$ cat config.mk
export PLATFORM = sky130hd
export DESIGN_NAME = volume_control
export DESIGN_NICKNAME = d
export VERILOG_FILES = /design/src/rtl/volume_control.sv
export SDC_FILE = /design/constraint.sdc
export NUM_CORES = 1
export LEC_CHECK = 0
export CORE_MARGIN = 2
export CORE_UTILIZATION = 54
export DETAILED_ROUTE_END_ITERATION = 6
export PLACE_DENSITY = 0.79
export SYNTH_ARGS = -nofsm -noshare
export SYNTH_HDL_FRONTEND = slang
export SYNTH_SLANG_ARGS = --single-unit
$ cat constraint.sdc
create_clock -name Clk -period 2.5 [get_ports Clk]
set_clock_uncertainty 0.2 [all_clocks]
set_input_delay 0.375 -clock Clk [delete_from_list [all_inputs] [get_ports Clk]]
set_output_delay 0.375 -clock Clk [all_outputs]
set_load 0.02 [all_outputs]
$ cat src/rtl/volume_control.sv
`default_nettype none
// ============================================================================
// volume_control : Up/Down volume stepping with hold-to-repeat and mute toggle
// Rev 1.0
// ============================================================================
module volume_control #(
  parameter int unsigned DELAY    = 25000000,
  parameter int unsigned RATE     = 5000000,
  parameter logic [7:0]  STEP     = 8'd4,
  parameter logic [7:0]  MAX_VOL  = 8'd252,
  parameter logic [7:0]  INIT_VOL = 8'd128
) (
  input  logic       Clk,
  input  logic       nReset,
  input  logic       Up,
  input  logic       Down,
  input  logic       Mute,
  output logic [7:0] Volume,
  output logic       Muted,
  output logic       Changed
);

  localparam int unsigned CNT_W = ($clog2(DELAY) > 25) ? $clog2(DELAY) : 25;
  localparam logic [CNT_W-1:0] C_DELAY_LOAD = CNT_W'(DELAY - 1);
  localparam logic [CNT_W-1:0] C_RATE_LOAD  = CNT_W'(RATE - 1);

  localparam logic [1:0] S_IDLE   = 2'd0;
  localparam logic [1:0] S_HOLD   = 2'd1;
  localparam logic [1:0] S_REPEAT = 2'd2;
  localparam logic [1:0] S_LOCK   = 2'd3;

  logic [1:0]       state_q, state_d;
  logic [CNT_W-1:0] cnt_q, cnt_d;
  logic             dir_up_q, dir_up_d;
  logic             up_1_q, down_1_q, mute_1_q;
  logic [7:0]       volume_q, volume_d;
  logic             muted_q, muted_d;
  logic             changed_q, changed_d;

  logic       press;
  logic       active_held;
  logic       other_held;
  logic       cnt_zero;
  logic       mute_rise;
  logic       step_en;
  logic       step_up;
  logic [8:0] sum9;
  logic [7:0] vol_up;
  logic [7:0] vol_down;

  assign press       = (Up | Down) & ~up_1_q & ~down_1_q;
  assign active_held = dir_up_q ? Up : Down;
  assign other_held  = dir_up_q ? Down : Up;
  assign cnt_zero    = (cnt_q == '0);
  assign mute_rise   = Mute & ~mute_1_q;

  // State register and all other flops
  always_ff @(posedge Clk or negedge nReset) begin
    if (!nReset) begin
      state_q   <= S_IDLE;
      cnt_q     <= '0;
      dir_up_q  <= 1'b0;
      up_1_q    <= 1'b0;
      down_1_q  <= 1'b0;
      mute_1_q  <= 1'b0;
      volume_q  <= INIT_VOL;
      muted_q   <= 1'b0;
      changed_q <= 1'b0;
    end else begin
      state_q   <= state_d;
      cnt_q     <= cnt_d;
      dir_up_q  <= dir_up_d;
      up_1_q    <= Up;
      down_1_q  <= Down;
      mute_1_q  <= Mute;
      volume_q  <= volume_d;
      muted_q   <= muted_d;
      changed_q <= changed_d;
    end
  end

  // Next-state logic; the opposing button always wins over release
  always_comb begin
    state_d = state_q;
    case (state_q)
      S_IDLE: begin
        if (press) state_d = (Up && Down) ? S_LOCK : S_HOLD;
      end
      S_HOLD: begin
        if (other_held)        state_d = S_LOCK;
        else if (!active_held) state_d = S_IDLE;
        else if (cnt_zero)     state_d = S_REPEAT;
      end
      S_REPEAT: begin
        if (other_held)        state_d = S_LOCK;
        else if (!active_held) state_d = S_IDLE;
      end
      S_LOCK: begin
        if (!Up && !Down) state_d = S_IDLE;
      end
      default: state_d = S_IDLE;
    endcase
  end

  // Output logic: step decisions and delay counter
  always_comb begin
    step_en  = 1'b0;
    step_up  = dir_up_q;
    dir_up_d = dir_up_q;
    cnt_d    = cnt_q;
    case (state_q)
      S_IDLE: begin
        cnt_d = '0;
        if (press && (Up != Down)) begin
          step_en  = 1'b1;
          step_up  = Up;
          dir_up_d = Up;
          cnt_d    = C_DELAY_LOAD;
        end
      end
      S_HOLD, S_REPEAT: begin
        if (other_held || !active_held) begin
          cnt_d = '0;
        end else if (cnt_zero) begin
          step_en = 1'b1;
          cnt_d   = C_RATE_LOAD;
        end else begin
          cnt_d = cnt_q - 1'b1;
        end
      end
      default: cnt_d = '0;
    endcase
  end

  // Saturating arithmetic; the 9-bit sum keeps the upper clamp wrap-free
  always_comb begin
    sum9     = {1'b0, volume_q} + {1'b0, STEP};
    vol_up   = (sum9 > {1'b0, MAX_VOL}) ? MAX_VOL : sum9[7:0];
    vol_down = (volume_q < STEP) ? 8'd0 : (volume_q - STEP);
    volume_d = volume_q;
    if (step_en) volume_d = step_up ? vol_up : vol_down;
    muted_d = muted_q;
    if (step_en)        muted_d = 1'b0;
    else if (mute_rise) muted_d = ~muted_q;
    changed_d = (volume_d != volume_q) || (muted_d != muted_q);
  end

  assign Volume  = volume_q;
  assign Muted   = muted_q;
  assign Changed = changed_q;

endmodule
`default_nettype wire

==> impl_metrics.py <==
metrics = {
    "synth": {
        "netlist-cell-type-count": 63,
        "yosysWarnings": 0,
        "ys_async_sr_fraction": 1.00,
        "synth_edf_count": 0,
        "syn_area_per_cell_um2": 9.35,
        "seq_area_frac_synth": 0.402,
        "ys_seq_elements": 41,
        "syn_inst": 273,
        "syn_area_um2": 2550,
        "yosys_most_used_dff": "dfrtp_1",
        "synth_fp_nets": 289,
    },
    "sta": {
        "clock.fmax_mhz": 411,
        "slew_violations": 0,
        "setup_viol": 0,
        "relSlewSlack": 0.389,
        "period_share": 0.973,
        "rsz0062_at_grt": "yes",
        "period_minus_slack_ns": 2.43,
        "hold_ws_ns": 0.00750,
        "worst_pin_slew_ns": 0.916,
        "final_hold_viol_count": 0,
    },
    "clocking": {
        "clk_latency_ns": 0.29,
        "cts_made_buffers": 5,
        "cts_tree": "built",
        "cts_htree_levels": 2,
        "clkTransAtPathRegs_ns": 0.08,
        "cts_max_path_buffers": 2,
        "numClockSinks": 41,
        "root_buffer": "clkbuf_8",
        "cts-hold-fix-buffers": 0,
    },
    "finish": {
        "fin_util": 0.671,
        "diodes": 0,
        "fin_nets": 335,
        "fillers": 360,
        "stdcell_area_um2": 3110,
        "final_common_cell": "dfrtp_1",
        "drive_gt1_frac": 0.216,
        "final_cell_mix": "dfrtp_1 (40), buf_4 (35), nor2_1 (21)",
        "area_growth_pct": 21.6,
    },
    "setup_path": {
        "cp_data_arrival_time_ns": 2.41,
        "endpoint_kind": "register",
        "criticalPathCategory": "reg2reg",
        "crit_path_start_kind": "register",
        "max_stage_delay_ns": 0.54,
        "critical-path-slowest-cell": "or4_4",
        "crit_fanout": 8,
        "crit_path_cell_trace": "or4_4 -> and4bb_4 -> nand4_4 -> o21a_4 -> o32a_1",
        "cp_data_required_time_ns": 2.48,
    },
    "run": {
        "max-cap-violations": 0,
    },
    "drt": {
        "avgRoutedWirePerCell_um": 15.9,
        "drtIter0Drc": 144,
        "finalWirelength_um": 5950,
        "postRouteAntennaNets": 0,
        "route.detailed.drc": 0,
        "vias": 2248,
        "first_pass_iters": 5,
        "via_per_inst": 6.01,
    },
    "placed_design": {
        "place.gp.congestion": 0.888,
        "port_buffers": 14,
        "dp_hpwl_um": 3970,
        "dpl_cell_area_um2": 2930,
    },
    "floorplanning": {
        "rows": 25,
        "ioPinCount": 15,
        "core-area_um2": 4630,
        "initial_utilization": 0.552,
        "die_w_um": 72.8,
        "fp.dieH_um": 72.8,
        "fp.dieArea_um2": 5300,
    },
    "power_and_ir_drop": {
        "pwr-share-seq": 0.260,
        "intPower_mw": 2.36,
        "p_sw_frac": 0.444,
        "leakage_nw": 1.42,
        "clkPwrFrac": 0.099,
        "p_switching_mw": 1.88,
        "ir_drop_mv": 0.837,
        "power_density_nw_per_um2": 1370,
        "p_comb_frac": 0.641,
    },
    "hold_path": {
        "hold_path_class": "in2async",
    },
    "grt": {
        "grt_pass1_wl_um": 9430,
        "grt_pass1_vias": 2042,
        "grt_overflow": 0,
        "antenna_found_initial": 0,
        "grt_max_degree": 42,
        "track_usage": 0.229,
    },
    "run_status": {
        "status": "completed",
    },
}
[critical path: cells and delay by family, from the launching register on]
kind | cells | cell delay, ns
AND/OR/NAND/NOR | 3 | 1.08
flip-flops | 1 | 0.39
AO/OA/AOI/OAI | 2 | 0.65
[timing repair]
action / CTS / global route
setup buffers: 0 / 4
pin swaps: 0 / 6
endpoints found under the setup margin: 3 / 12
gates resized for setup: 1 / 10
gates cloned: 0 / 2
[cell type report]
| cell class | instances | area, um2 | area share |
|---|---|---|---|
| Tap cell | 54 | 67.6 | 0.0218 |
| Clock buffer | 7 | 76.3 | 0.0246 |
| Multi-Input combinational cell | 204 | 1460 | 0.469 |
| Clock inverter | 1 | 5.00 | 0.00161 |
| Inverter | 16 | 60.1 | 0.0193 |
| Timing Repair Buffer | 51 | 414 | 0.133 |
| Sequential cell | 41 | 1030 | 0.331 |
[logic make-up after synthesis]
logic type                 after synthesis  share of synthesized area
muxes                                    3                     0.0118
and+or+nand+nor                        101                      0.228
xor gates and xnor gates                24                     0.0823
AOI/OAI and AO/OA                       64                      0.174
DFF                                     41                      0.402
buffers and inverters                   29                     0.0480
adders and majority gates               11                     0.0539
[cell usage after synthesis, types with 3 or more instances]
| library cell | instances | area share |
|---|---|---|
| nor4_1 | 4 | 0.0098 |
| o31ai_1 | 3 | 0.0088 |
| a21oi_1 | 9 | 0.018 |
| xor2_1 | 12 | 0.041 |
| dfrtp_1 | 40 | 0.39 |
| nor2b_1 | 5 | 0.012 |
| nand4_1 | 4 | 0.0098 |
| inv_1 | 15 | 0.022 |
| clkbuf_1 | 9 | 0.013 |
| nand4b_1 | 3 | 0.010 |
| xnor2_1 | 12 | 0.041 |
| ha_1 | 11 | 0.054 |
| nand3_1 | 9 | 0.018 |
| mux2i_1 | 3 | 0.012 |
| nor2_1 | 22 | 0.032 |
| o21ai_0 | 18 | 0.035 |
| and2_1 | 4 | 0.0098 |
| nor3_1 | 11 | 0.022 |
| a31oi_1 | 3 | 0.0074 |
| o21ai_1 | 3 | 0.0059 |
| and3_1 | 5 | 0.012 |
| nand2_1 | 17 | 0.025 |
[routing by layer]
| metal | GRT usage | part of all wire |
|---|---|---|
| met1 | 0.310 | 0.43 |
| met2 | 0.365 | 0.48 |
| met3 | 0.0470 | 0.057 |
| met4 | 0.0844 | 0.027 |
| met5 | 0 | 0 |
[final timing paths]
check,startpoint,endpoint,slack [ns],depth (start not counted)
setup / recovery,cnt_q[16],Volume[5],0.07,5
hold / removal,nReset,cnt_q[13],0.008,1
setup reg to reg,cnt_q[16],Volume[5],0.07,5
hold reg to reg,cnt_q[7],cnt_q[7],0.34,2
max in group asynchronous,nReset,cnt_q[9],1.51,1
min in group Clk,cnt_q[7],cnt_q[7],0.34,2
[power by group through the flow]
stage               registers (mW)  logic (mW)  clock network, mW
floorplan                     1.08        1.84                  0
global placement              1.09        2.49                  0
detailed placement            1.11        2.54                  0
CTS                           1.10        2.56              0.431
global route                  1.13        2.98              0.462
finish                        1.10        2.72              0.421
[registers in the layout, indices dropped and copies added, names as in the netlist]
| signal | cells |
|---|---|
| mute_1_q | 1 |
| up_1_q | 1 |
| state_q | 2 |
| Changed | 1 |
| cnt_q | 25 |
| dir_up_q | 1 |
| Volume | 8 |
| down_1_q | 1 |
| Muted | 1 |
[metrics by stage]
step	power, mW	worst slack, ns	setup TNS, ns	cells
finish	4.24	0.0665	0	374
global route	4.57	-0.0209	-0.0369	374
CTS	4.09	0.0180	0	368
detailed placement	3.64	-0.399	-2.78	360
global placement	3.58	-0.279	-1.82	360
floorplan	2.92	0.154	0	273
Note: power is estimated with default switching activity, not from simulation.
